==> config.mk <==
export PLATFORM = sky130hd
export DESIGN_NAME = sync_fifo_prog
export DESIGN_NICKNAME = d
export VERILOG_FILES = /design/src/rtl/sync_fifo_prog.sv
export SDC_FILE = /design/constraint.sdc
export NUM_CORES = 1
export LEC_CHECK = 0
export BUFFER_PORTS_ARGS = -buffer_cell sky130_fd_sc_hd__buf_4
export CORE_ASPECT_RATIO = 0.5
export CORE_MARGIN = 4
export CORE_UTILIZATION = 45
export CTS_BUF_LIST = sky130_fd_sc_hd__clkbuf_4 sky130_fd_sc_hd__clkbuf_8
export CTS_CLUSTER_SIZE = 30
export DETAILED_ROUTE_END_ITERATION = 8
export PLACE_DENSITY_LB_ADDON = 0.3
export RECOVER_POWER = 25
export SLEW_MARGIN = 15
export SYNTH_ARGS = -nofsm -noshare
export SYNTH_HDL_FRONTEND = slang
export SYNTH_SLANG_ARGS = --single-unit
==> constraint.sdc <==
create_clock -name clk -period 4.4 [get_ports clk]
set_input_delay 0 -clock clk [delete_from_list [all_inputs] [get_ports clk]]
set_output_delay 0 -clock clk [all_outputs]
set_load 0.01 [all_outputs]
==> src/rtl/sync_fifo_prog.sv <==
// sync_fifo_prog
//   Single-clock FIFO with occupancy count, runtime-programmable
//   almost-full / almost-empty thresholds, a read-valid strobe and sticky
//   overflow / underflow error flags. Producer and consumer share clk, so
//   no pointer synchronisation is needed.
//
// Build option:
//   SYNC_FIFO_FWFT_EN  - when defined, the read port is first-word-fall-through:
//                        rData shows mem[rptr] combinationally while not
//                        empty, rValid = ~rEmpty, and rinc pops the shown word.
//                        When undefined, rData/rValid are registered and a
//                        word appears one cycle after the accepted rinc.
//
// Parameters:
//   DATA_SIZE - word width in bits
//   ADDR_SIZE - address bits; DEPTH = 1 << ADDR_SIZE words
//
// Ports:
//   clk          in   clock, all logic on rising edge
//   rst          in   synchronous active-high reset
//   winc         in   write request
//   wData        in   write data
//   rinc         in   read request (pop acknowledge in FWFT mode)
//   rData        out  read data
//   rValid       out  rData holds a newly read word (FWFT: ~rEmpty)
//   wFull        out  count == DEPTH
//   rEmpty       out  count == 0
//   wAlmostFull  out  count >= af_thresh
//   rAlmostEmpty out  count <= ae_thresh
//   count        out  current occupancy, 0..DEPTH
//   af_thresh    in   almost-full threshold, compared unsigned every cycle
//   ae_thresh    in   almost-empty threshold, compared unsigned every cycle
//   overflow     out  sticky: write attempted while full
//   underflow    out  sticky: read attempted while empty
//   clr_err      in   clears overflow and underflow (a same-cycle set wins)

module sync_fifo_prog #(
  parameter int unsigned DATA_SIZE = 12,
  parameter int unsigned ADDR_SIZE = 4
) (
  input  logic                 clk,
  input  logic                 rst,
  input  logic                 winc,
  input  logic [DATA_SIZE-1:0] wData,
  input  logic                 rinc,
  output logic [DATA_SIZE-1:0] rData,
  output logic                 rValid,
  output logic                 wFull,
  output logic                 rEmpty,
  output logic                 wAlmostFull,
  output logic                 rAlmostEmpty,
  output logic [ADDR_SIZE:0]   count,
  input  logic [ADDR_SIZE:0]   af_thresh,
  input  logic [ADDR_SIZE:0]   ae_thresh,
  output logic                 overflow,
  output logic                 underflow,
  input  logic                 clr_err
);

  localparam int unsigned        DEPTH     = 1 << ADDR_SIZE;
  localparam logic [ADDR_SIZE:0] DEPTH_CNT = (ADDR_SIZE + 1)'(DEPTH);

  logic [DATA_SIZE-1:0] mem [DEPTH];

  logic [ADDR_SIZE-1:0] wptr;
  logic [ADDR_SIZE-1:0] rptr;
  logic [ADDR_SIZE:0]   count_q;
  logic                 overflow_q;
  logic                 underflow_q;

  logic                 wr_ok;
  logic                 rd_ok;

  // Flags are pure decodes of the registered count, so they move on the
  // edge after the one that accepted the access.
  assign count        = count_q;
  assign wFull        = (count_q == DEPTH_CNT);
  assign rEmpty       = (count_q == '0);
  assign wAlmostFull  = (count_q >= af_thresh);
  assign rAlmostEmpty = (count_q <= ae_thresh);
  assign overflow     = overflow_q;
  assign underflow    = underflow_q;

  // Full with both requests accepts only the read; empty with both
  // requests accepts only the write. That falls out of gating each side
  // with its own flag.
  assign wr_ok = winc & ~wFull;
  assign rd_ok = rinc & ~rEmpty;

  // Storage has no reset; a write during reset is suppressed so that the
  // discarded word cannot land in the array.
  always_ff @(posedge clk) begin
    if (wr_ok && !rst) begin
      mem[wptr] <= wData;
    end
  end

  // Pointers and occupancy. Pointers carry no wrap bit: count alone tells
  // full from empty when wptr == rptr.
  always_ff @(posedge clk) begin
    if (rst) begin
      wptr    <= '0;
      rptr    <= '0;
      count_q <= '0;
    end else begin
      if (wr_ok) begin
        wptr <= wptr + ADDR_SIZE'(1);
      end
      if (rd_ok) begin
        rptr <= rptr + ADDR_SIZE'(1);
      end
      unique case ({wr_ok, rd_ok})
        2'b10:   count_q <= count_q + (ADDR_SIZE + 1)'(1);
        2'b01:   count_q <= count_q - (ADDR_SIZE + 1)'(1);
        default: count_q <= count_q;
      endcase
    end
  end

  // Sticky error flags; a new error in the same cycle as clr_err keeps
  // the flag set.
  always_ff @(posedge clk) begin
    if (rst) begin
      overflow_q  <= 1'b0;
      underflow_q <= 1'b0;
    end else begin
      if (winc && wFull) begin
        overflow_q <= 1'b1;
      end else if (clr_err) begin
        overflow_q <= 1'b0;
      end
      if (rinc && rEmpty) begin
        underflow_q <= 1'b1;
      end else if (clr_err) begin
        underflow_q <= 1'b0;
      end
    end
  end

`ifdef SYNC_FIFO_FWFT_EN

  // Head word is always on display; rData is meaningless while empty.
  assign rData  = mem[rptr];
  assign rValid = ~rEmpty;

`else

  logic [DATA_SIZE-1:0] rdata_q;
  logic                 rvalid_q;

  // Registered read port: one-cycle latency, rData holds between reads.
  always_ff @(posedge clk) begin
    if (rst) begin
      rdata_q  <= '0;
      rvalid_q <= 1'b0;
    end else begin
      rvalid_q <= rd_ok;
      if (rd_ok) begin
        rdata_q <= mem[rptr];
      end
    end
  end

  assign rData  = rdata_q;
  assign rValid = rvalid_q;

`endif

endmodule
# Yosys cells after proc, flatten, opt, wreduce, memory -nomap -nowiden
# Memory sizes are Yosys's and may differ from the RTL's. A register that Yosys moved wholly into a read port is not among the register bits.
# Index checks and enable logic that the tools add are counted.
# op_classes
addsub,4
n_lt_le_gt_ge,2
eq_ne,3
muxes,6
n_bitwise,4
reduce_logical,8
# ops
cell,n
$pmux W5 S2,1
$add A4 B1 Y4 const B,2
$reduce_bool A2 Y1,3
$add A5 B1 Y5 const B,1
$eq A5 B5 Y1 const B,1
$ge A5 B5 Y1,1
$le A5 B5 Y1,1
$logic_not A5 Y1,1
$mux W1,5
$sub A5 B1 Y5 const B,1
$logic_and A1 B1 Y1,3
$and A1 B1 Y1,2
$eq A2 B1 Y1 const B,1
$eq A2 B2 Y1 const B,1
$not A1 Y1,2
$logic_not A1 Y1,1
# totals
ff_bits,16
ramBits,192
inputBits,27
wordCells,34
memories,1
# memory_table
memory,depth,width,rd,rd_ports_with_merged_regs,wr,line,text
mem,16,12,1,1,1,63,logic [DATA_SIZE-1:0] mem [DEPTH];

# Depth between registers and ports, before layout
# Gate-level depths: netlist (run 1).
# logic_depth
word_depth,6
depth_mapped,14
depth_no_buf,12

# Worst setup path after synthesis (run 1)
# OpenSTA, ideal clock, no wires.
# synth_path
path_type,reg2reg
from,"register count_q[1], in the netlist count[1]"
to,"register count_q[4], in the netlist count[4]"
setup_ps,121
arrival_ps,2863
setup_slack_ps,1416
stages_incl_launch_ff,14
n_path_buf,2
synth_period_minus_slack_ps,2984
path_cell_list,dfxtp_1 > nor4_4 > and2_4 > nand2b_4 > inv_2 > buf_6 > buf_8 > ha_1 > ha_1 > nor2b_1 > o21ai_0 > a21oi_1 > or3b_1 > mux2_2
# synth_via
elab_chain_len,5
word_cells_on_any_way,12
cone_classes,add/sub: 2; eq/ne: 3; mux: 1; bitwise: 4; reduce/logical: 2
# synth_rtl
item,line,text
from (decl),67,logic [ADDR_SIZE:0] count_q;
from (signal assigned),113,2'b10: count_q <= count_q + (ADDR_SIZE + 1)'(1);
from (signal assigned),114,2'b01: count_q <= count_q - (ADDR_SIZE + 1)'(1);
from (signal assigned),115,default: count_q <= count_q;
$logic_not A5 Y1 (*),78,assign rEmpty = (count_q == '0);
named net rEmpty,49,"output logic rEmpty,"
$not A1 Y1 (*),88,assign rd_ok = rinc & ~rEmpty;
$and A1 B1 Y1 (*),88,
named net rd_ok,72,logic rd_ok;
$eq A2 B1 Y1 / $eq A2 B2 Y1 (equally long branches),112,"unique case ({wr_ok, rd_ok})"
$pmux W5 S2 / $reduce_bool A2 Y1 (equally long branches),n/a,
# Mark *: on every way through the listed nets, which the timed path passes. The rest lies on a longest branch.
# A chain may end at the register's enable or synchronous reset.

# Final worst setup path (run 1)
# layout_path
from,"register count_q[2], in the netlist count[2]"
to,"register count_q[4], in the netlist count[4]"
# layout_via
elab_chain_len,5
word_cells_on_any_way,12
cone_classes,add/sub: 2; eq/ne: 3; mux: 1; bitwise: 4; reduce/logical: 2
# layout_rtl
item,line
$eq A5 B5 Y1 / $logic_not A5 Y1 (equally long branches),"77, 78"
"$not A1 Y1, on equally long branches","87, 88"
"$and A1 B1 Y1, on equally long branches","87, 88"
$eq A2 B1 Y1 / $eq A2 B2 Y1 (equally long branches),112
$pmux W5 S2 / $reduce_bool A2 Y1 (equally long branches),n/a
# Several ways; a longest one is shown, not always the timed one.

==> impl_metrics.json, run 1 <==
{
  "ys_seq_area_share_pct": 71.1,
  "antenna_cells": 0,
  "rsz0062_at_grt": "false",
  "synthTopCellsByArea": "edfxtp_1, mux2i_1, dfxtp_1, o22ai_1, ha_1",
  "yosys.area_share.simple_pct": 5.47,
  "cts_root_buf": "clkbuf_8",
  "p_total_mw": 5.28,
  "cp.required_ns": 4.78,
  "placed_cell_area_um2": 9570,
  "cap_violations": 0,
  "power_leakage_nw": 3.45,
  "crit_family": "simple AND/OR/NAND/NOR gates",
  "critical_path_class": "flop to flop",
  "drt-initial-drc-count": 406,
  "stdcell_area_um2": 10400,
  "synth_compound_area_share_pct": 6.10,
  "postRouteAntennaNets": 0,
  "cp-end-kind": "flop",
  "io_buffers": 50,
  "wl_um": 19300,
  "dieWidth_um": 207,
  "ys.flop_type": "edfxtp_1",
  "path_max_fanout": 29,
  "vias_per_cell": 5.39,
  "netlist-cell-type-count": 40,
  "worstReg2RegStart": "count[2]",
  "wl_per_cell_um": 20.3,
  "h-tree-depth": 2,
  "cts_tree": "built",
  "cts-buffers-inserted": 34,
  "status": "finished, final reports clean",
  "synth_fa_ha_area_share_pct": 2.90,
  "insertion_delay_ns": 0.49,
  "hp-start": "wData[2]",
  "grt_pass1_wl_um": 29800,
  "skew_ns": 0.0103,
  "drcViolationCount": 0,
  "synthMuxAreaShare_pct": 11.0,
  "synth_edf_count": 192,
  "detailed_place_hpwl_um": 11700,
  "syn_area_per_cell_um2": 15.6,
  "synth_nets": 618,
  "synthTopCellsByCount": "edfxtp_1, mux2i_1, nor2_1",
  "hold_viol": 0,
  "synth-xor-area-share_pct": 0.787,
  "cts_sinks": 220,
  "critPathLaunchType": "flop",
  "io_pins": 51,
  "design.core.area_um2": 19500,
  "hold_path.class": "input pin to flop",
  "p_per_area_nw_per_um2": 507,
  "period_needed_ns": 3.22,
  "grt_usage_pct": 17.8,
  "crit_slowest_cell": "dfxtp_1",
  "final_layout_size_suffix_gt1_share_pct": 19.4,
  "cp-startpoint": "count[2]",
  "slew_headroom_pct": 31.5,
  "hold_buffers": 20,
  "finalCritPeriodShare_pct": 73.2,
  "setup_viol": 0,
  "maxSlewViolCount": 0,
  "clk_pin_slew_ns": 0.06,
  "clock_path_buffers": 3,
  "ys_async_sr_fraction_pct": 0,
  "ys_ff_latch": 220,
  "max_stage_delay_ns": 0.54,
  "path_buf_inv": 3,
  "rows": 36,
  "grt_overflow": 0,
  "post_cts_buffers": 0,
  "grt_max_degree": 55,
  "num_vias": 5139,
  "yosysMostFrequentCell": "edfxtp_1",
  "syn_area_um2": 8900,
  "synth_top_area_cell": "edfxtp_1",
  "crit_chain": "nor4_4 -> and2_4 -> nand2b_4 -> inv_2 -> buf_4 -> ha_1 -> inv_1 -> fa_1 -> nor2b_1 -> o21ai_0 -> nand3_1 -> or3b_1 -> mux2_2",
  "grt_antenna_before_repair": 0,
  "first_pass_iters": 5,
  "die_area_um2": 22200,
  "utilization_pct": 53.5,
  "yosysWarnings": 0,
  "peakVddDrop_mv": 0.207,
  "dieHeight_um": 107,
  "setup_tns_ns": 0,
  "cts_resized": 0,
  "synth_cells": 571,
  "synth_top_area_share_pct": 64.8,
  "synthToLayoutAreaGrowth_pct": 16.9,
  "fmax_mhz": 311,
  "cp.arrival_ns": 3.60,
  "gp_congestion": 0.771,
  "grt_pass1_vias": 5163,
  "initial_core_util_pct": 45.7,
  "synth_top_family_by_area": "multiplexers",
  "nets": 709,
  "worst_pin_slew_ns": 1.03
}
## registers in the layout, indices dropped and copies added, names as in the netlist
name	cells
rData	12
rptr	4
overflow	1
rValid	1
count	5
wptr	4
mem	192
underflow	1
## cells in the final DEF (no fill, tap or decap), drive strengths merged, types with 3 or more instances in the layout
cell type,instances
edfxtp,192
o21ai,3
a21oi,9
clkbuf,61
nand4,3
nor4,13
buf,56
inv,20
dfxtp,28
nor2b,4
nand3b,4
xor2,5
a211oi,12
o22ai,49
dlygate4sd3,20
xnor2,3
nand2,11
nor2,52
mux2i,97
clkinv,7
ha,19
## cells by family after synthesis
| logic type | after synthesis |
|---|---|
| XOR/XNOR | 8 |
| AO/OA/AOI/OAI | 78 |
| adder cells (fa/ha/maj) | 20 |
| AND/OR/NAND/NOR | 98 |
| buffers and inverters | 49 |
| flip-flops | 220 |
| multiplexers | 98 |
## through the flow
step	setup slack, ns	instances	hold slack (ns)
6_report	1.18	953	0.385
5_1_grt	0.949	953	0.407
4_1_cts	1.15	953	0.328
3_5_place_dp	1.16	872	0.262
3_3_place_gp	1.26	872	0.255
2_1_floorplan	1.42	571	0.0989
## worst reg2reg max path, delay by kind of cell (launching register included)
| family | cells | cell delay, ns |
|---|---|---|
| AND/OR/NAND/NOR | 6 | 1.00 |
| adder cells (fa/ha/maj) | 2 | 0.70 |
| flip-flops | 1 | 0.54 |
| buffers and inverters | 3 | 0.48 |
| multiplexers | 1 | 0.27 |
| AO/OA/AOI/OAI | 1 | 0.12 |
## path summary, 6_finish.rpt
| path | endpoint | slack [ns] | depth (start not counted) |
|---|---|---|---|
| setup / recovery | count[4] | 1.18 | 13 |
| hold / removal | mem[1][2] | 0.39 | 2 |
| setup reg to reg | count[4] | 1.18 | 13 |
| hold reg to reg | rData[3] | 0.52 | 2 |
## report_power, final
group          switching (mW)  internal [mW]
clock network           0.738          0.909
logic                   0.563          0.522
registers               0.156           2.39
total                    1.46           3.82
## metal layers
layer | vias up | track usage, % | share of wire [%] | wire (µm)
met3 | 37 | 3.79 | 6.7 | 1300
met5 | - | 0 | 0 | 0
met4 | 0 | 5.04 | 2.2 | 416
li1 | 2377 | - | - | -
met2 | 176 | 27.1 | 44 | 8550
met1 | 2549 | 26.1 | 47 | 9070
## cell type report
type	count	area, µm²
inverter	20	75.1
timing repair buffer	84	651
clock inverter	8	36.3
fill	1620	9050
clock buffer	53	629
tap	266	333
sequential	220	6330
multi-input combinational	302	2350
No activity file was read; power rests on OpenSTA's default activity.
==> run 2, diff against run 1 <==
==> constraint.sdc (replaced) <==
create_clock -name clk -period 3.3 [get_ports clk]
set_input_delay 0 -clock clk [delete_from_list [all_inputs] [get_ports clk]]
set_output_delay 0 -clock clk [all_outputs]
set_load 0.01 [all_outputs]
==> impl_metrics.json, run 2 (synthesis gave the netlist of run 1 again) <==
{
  "io_buffers": 50,
  "drt-initial-drc-count": 490,
  "ff_latch_area_um2": 6330,
  "grt_overflow": 0,
  "multi_input_comb_area_um2": 2340,
  "design.core.area_um2": 19500,
  "top_register": "mem",
  "die_area_um2": 22200,
  "largest_reg_flops": 192,
  "nets": 718,
  "rows": 36,
  "finalCritPeriodShare_pct": 87.0,
  "critical_path_class": "flop to flop",
  "final_layout_size_suffix_gt1_share_pct": 20.0,
  "cts_resized": 0,
  "cts-buffers-inserted": 31,
  "wl_um": 19700,
  "first_pass_iters": 5,
  "crit_slowest_cell": "dfxtp_1",
  "cp_common_cell": "ha_1",
  "grt_usage_pct": 17.7,
  "path_buf_inv": 1,
  "place_ws_ns": 0.450,
  "cp.required_ns": 3.74,
  "antenna_cells": 0,
  "cp.arrival_ns": 3.31,
  "gp_congestion": 0.764,
  "max_stage_delay_ns": 0.40,
  "clk_pin_slew_ns": 0.06,
  "dieHeight_um": 107,
  "cp-end-kind": "flop",
  "grt_antenna_before_repair": 1,
  "peakVddDrop_mv": 0.297,
  "post_cts_buffers": 0,
  "insertion_delay_ns": 0.55,
  "layout_common_cells": "edfxtp_1, mux2i_1, buf_4",
  "power_leakage_nw": 3.51,
  "skew_ns": 0.0171,
  "path_max_fanout": 7,
  "vias_per_cell": 5.33,
  "grt_pass1_vias": 5120,
  "critPathLaunchType": "flop",
  "detailed_place_hpwl_um": 12200,
  "h-tree-depth": 1,
  "cap_violations": 0,
  "fillers": 1557,
  "fmax_mhz": 348,
  "hold_buffers": 20,
  "cts_tree": "built",
  "utilization_pct": 53.9,
  "slew_headroom_pct": 48.4,
  "dieWidth_um": 207,
  "wl_per_cell_um": 20.5,
  "setup_viol": 0,
  "crit_chain": "nor4_4 -> and2_4 -> nand2b_4 -> inv_2 -> ha_1 -> ha_1 -> nor2b_1 -> o21ai_0 -> a21oi_1 -> or3b_1 -> mux2_2",
  "hold_viol": 0,
  "postRouteAntennaNets": 0,
  "grt_pass1_wl_um": 29600,
  "p_per_area_nw_per_um2": 672,
  "drcViolationCount": 0,
  "placed_cells_incl_taps": 884,
  "num_vias": 5128,
  "synthToLayoutAreaGrowth_pct": 17.8,
  "grt_max_degree": 34,
  "clock_path_buffers": 3,
  "setup_tns_ns": 0,
  "r2r_slack_ns": 0.43,
  "stdcell_count": 962,
  "io_pins": 51,
  "worst_pin_slew_ns": 0.774,
  "rsz0062_at_grt": "false",
  "initial_core_util_pct": 45.7,
  "crit_family": "simple AND/OR/NAND/NOR gates",
  "period_needed_ns": 2.87,
  "hold_path.class": "input pin to flop",
  "worst_slack_ns": 0.430,
  "mostFrequentLayoutCell": "edfxtp_1",
  "cts_sinks": 220,
  "status": "finished, final reports clean",
  "maxSlewViolCount": 0,
  "cts_root_buf": "clkbuf_8"
}
==> run 2: final cells by class <==
cell class / count / area share, %
inverter: 20 / 0.716
sequential: 220 / 60.4
timing repair buffer: 96 / 7.15
clock inverter: 5 / 0.239
tap: 266 / 3.17
clock buffer: 53 / 6.06
multi-input combinational: 302 / 22.3
==> run 2: metal layers <==
layer | global-route usage [%] | part of all wire (%) | vias to the layer above
met5 | 0 | 0 | -
met4 | 4.48 | 1.8 | 0
met3 | 3.31 | 5.5 | 29
met2 | 28.3 | 47 | 125
met1 | 25.1 | 46 | 2581
li1 | - | - | 2393
==> run 2: where the power goes <==
part           switching, mW  internal (mW)
Sequential             0.163           3.18
Combinational          0.810          0.715
Clock                  0.970           1.21
Total                   1.94           5.10
==> run 2: final timing paths <==
path | startpoint | end | cells after the start
worst min register to register | rData[3] | rData[3] | 2
worst min-delay path | wData[8] | mem[12][8] | 2
worst max register to register | count[1] | count[4] | 11
worst max-delay path | count[1] | count[4] | 11
==> run 2: worst reg2reg max path, delay by kind of cell, from the launching register on <==
| kind | cells | cell delay [ns] |
|---|---|---|
| mux | 1 | 0.27 |
| compound gates | 2 | 0.31 |
| simple gates | 5 | 1.19 |
| buf+inv | 1 | 0.04 |
| fa+ha+maj | 2 | 0.55 |
| flops | 1 | 0.40 |
==> run 2: stage by stage <==
step	power [mW]	hold WS [ns]	area [µm²]
after global placement	4.87	0.253	9660
after global routing	7.37	0.351	10500
after floorplan	4.39	0.0989	8900
final	7.05	0.372	10500
after CTS	7.09	0.289	10500
after detailed placement	4.90	0.256	9660
==> run 3, diff against run 2 <==
--- a/config.mk
+++ b/config.mk
@@ -12,7 +12,8 @@
 export CTS_BUF_LIST = sky130_fd_sc_hd__clkbuf_4 sky130_fd_sc_hd__clkbuf_8
 export CTS_CLUSTER_SIZE = 30
 export DETAILED_ROUTE_END_ITERATION = 8
-export PLACE_DENSITY_LB_ADDON = 0.3
+export MAX_ROUTING_LAYER = met4
+export PLACE_DENSITY = 0.68
 export RECOVER_POWER = 25
 export SLEW_MARGIN = 15
 export SYNTH_ARGS = -nofsm -noshare
==> impl_metrics.json, run 3 (synthesis gave the netlist of run 1 again) <==
{
  "status": "finished, final reports clean",
  "grt_max_degree": 40,
  "setup_viol": 0,
  "nets": 714,
  "io_pins": 51,
  "detailed_place_hpwl_um": 12000,
  "grt_usage_pct": 17.9,
  "utilization_pct": 53.6,
  "crit_family": "simple AND/OR/NAND/NOR gates",
  "cts_tree": "built",
  "wl_um": 18900,
  "finalCritPeriodShare_pct": 87.2,
  "max_stage_delay_ns": 0.40,
  "io_buffers": 50,
  "maxSlewViolCount": 0,
  "r2r_slack_ns": 0.42,
  "cp_common_cell": "ha_1",
  "mostFrequentLayoutCell": "edfxtp_1",
  "drt-initial-drc-count": 422,
  "drcViolationCount": 0,
  "cp.depth": 11,
  "antenna_cells": 0,
  "cts_sinks": 220,
  "peakVddDrop_mv": 0.288,
  "design.core.area_um2": 19500,
  "cts_root_buf": "clkbuf_8",
  "grt_pass1_wl_um": 29400,
  "p_per_area_nw_per_um2": 668,
  "reg2reg_depth": 11,
  "p_total_mw": 6.97,
  "initial_core_util_pct": 45.7,
  "fmax_mhz": 347,
  "dieHeight_um": 107,
  "busiest_layer": "met2",
  "grtUsageMet3_pct": 2.95,
  "num_vias": 5159,
  "critPathLaunchType": "flop",
  "cts_resized": 0,
  "vias_per_cell": 5.39,
  "worst_pin_slew_ns": 0.839,
  "power_leakage_nw": 3.48,
  "dieWidth_um": 207,
  "first_pass_iters": 5,
  "layout_common_cells": "edfxtp_1, mux2i_1, buf_4",
  "clk_pin_slew_ns": 0.07,
  "synthToLayoutAreaGrowth_pct": 17.2,
  "postRouteAntennaNets": 0,
  "slew_headroom_pct": 43.9,
  "grtUsageMet2_pct": 27.2,
  "gp_congestion": 0.790,
  "crit_chain": "nor4_4 -> and2_4 -> nand2b_4 -> inv_2 -> ha_1 -> ha_1 -> nor2b_1 -> o21ai_0 -> a21oi_1 -> or3b_1 -> mux2_2",
  "h-tree-depth": 1,
  "insertion_delay_ns": 0.54,
  "cts-buffers-inserted": 31,
  "grt_pass1_vias": 5201,
  "die_area_um2": 22200,
  "largest_reg_flops": 192,
  "grtUsageMet1_pct": 26.1,
  "wl_per_cell_um": 19.8,
  "final_layout_size_suffix_gt1_share_pct": 19.2,
  "grt_antenna_before_repair": 0,
  "setup_tns_ns": 0,
  "crit_slowest_cell": "dfxtp_1",
  "critical_path_class": "flop to flop",
  "clock_path_buffers": 3,
  "path_max_fanout": 7,
  "rows": 36,
  "cp.required_ns": 3.73,
  "fillers": 1590,
  "min_path_cells": 5,
  "hold_path.class": "input pin to flop",
  "rsz0062_at_grt": "false",
  "cp.arrival_ns": 3.31,
  "top_register": "mem",
  "cap_violations": 0,
  "cp-end-kind": "flop",
  "skew_ns": 0.0162,
  "period_needed_ns": 2.88,
  "grt_overflow": 0,
  "path_buf_inv": 1,
  "hold_viol": 0
}
## run 3: path summary, 6_finish.rpt
| path | to | from |
|---|---|---|
| worst max register to register | count[4] | count[1] |
| worst min register to register | rData[4] | rData[4] |
| worst max-delay path | count[4] | count[1] |
| worst min-delay path | rptr[1] | rinc |
## run 3: cell type report
cell class / instances / area [µm²] / share of cell area, %
flip-flops and latches: 220 / 6330 / 60.7
multi-input cells: 302 / 2340 / 22.4
repair buffers: 92 / 732 / 7.02
clock buffers: 53 / 604 / 5.79
well taps: 266 / 333 / 3.19
inverters: 20 / 75.1 / 0.720
clock inverters: 4 / 20.0 / 0.192
## run 3: where the power goes
part / total, mW / switching (mW) / internal [mW] / leakage (nW)
registers: 3.33 / 0.147 / 3.18 / 1.96
logic: 1.53 / 0.816 / 0.716 / 1.18
clock network: 2.11 / 0.966 / 1.15 / 0.339
## run 3: worst min-delay path: stages
cell and delay [ns]:
dlygate4sd3_1 0.53, buf_4 0.13, nand2b_4 0.06, nand2_1 0.07, a21oi_1 0.06
## run 3: what timing repair did
action	CTS	global route
hold endpoints to repair	219	0
hold buffers	20	0
setup buffers	0	0
## run 3: routing by layer
layer  wire (µm)  share of wire (%)  vias to the layer above
met5           0                  0                        -
li1            -                  -                     2388
met2        8710                 46                      156
met4         223                1.2                        0
met1        8800                 46                     2593
met3        1200                6.4                       22
## run 3: per-stage QoR
stage | cells | worst slack, ns | hold WS (ns) | cell area (µm²)
2_1_floorplan | 571 | 0.316 | 0.0989 | 8900
3_3_place_gp | 880 | 0.482 | 0.256 | 9640
3_5_place_dp | 880 | 0.472 | 0.260 | 9640
4_1_cts | 957 | 0.413 | 0.293 | 10500
5_1_grt | 957 | 0.188 | 0.323 | 10400
6_report | 957 | 0.421 | 0.333 | 10400
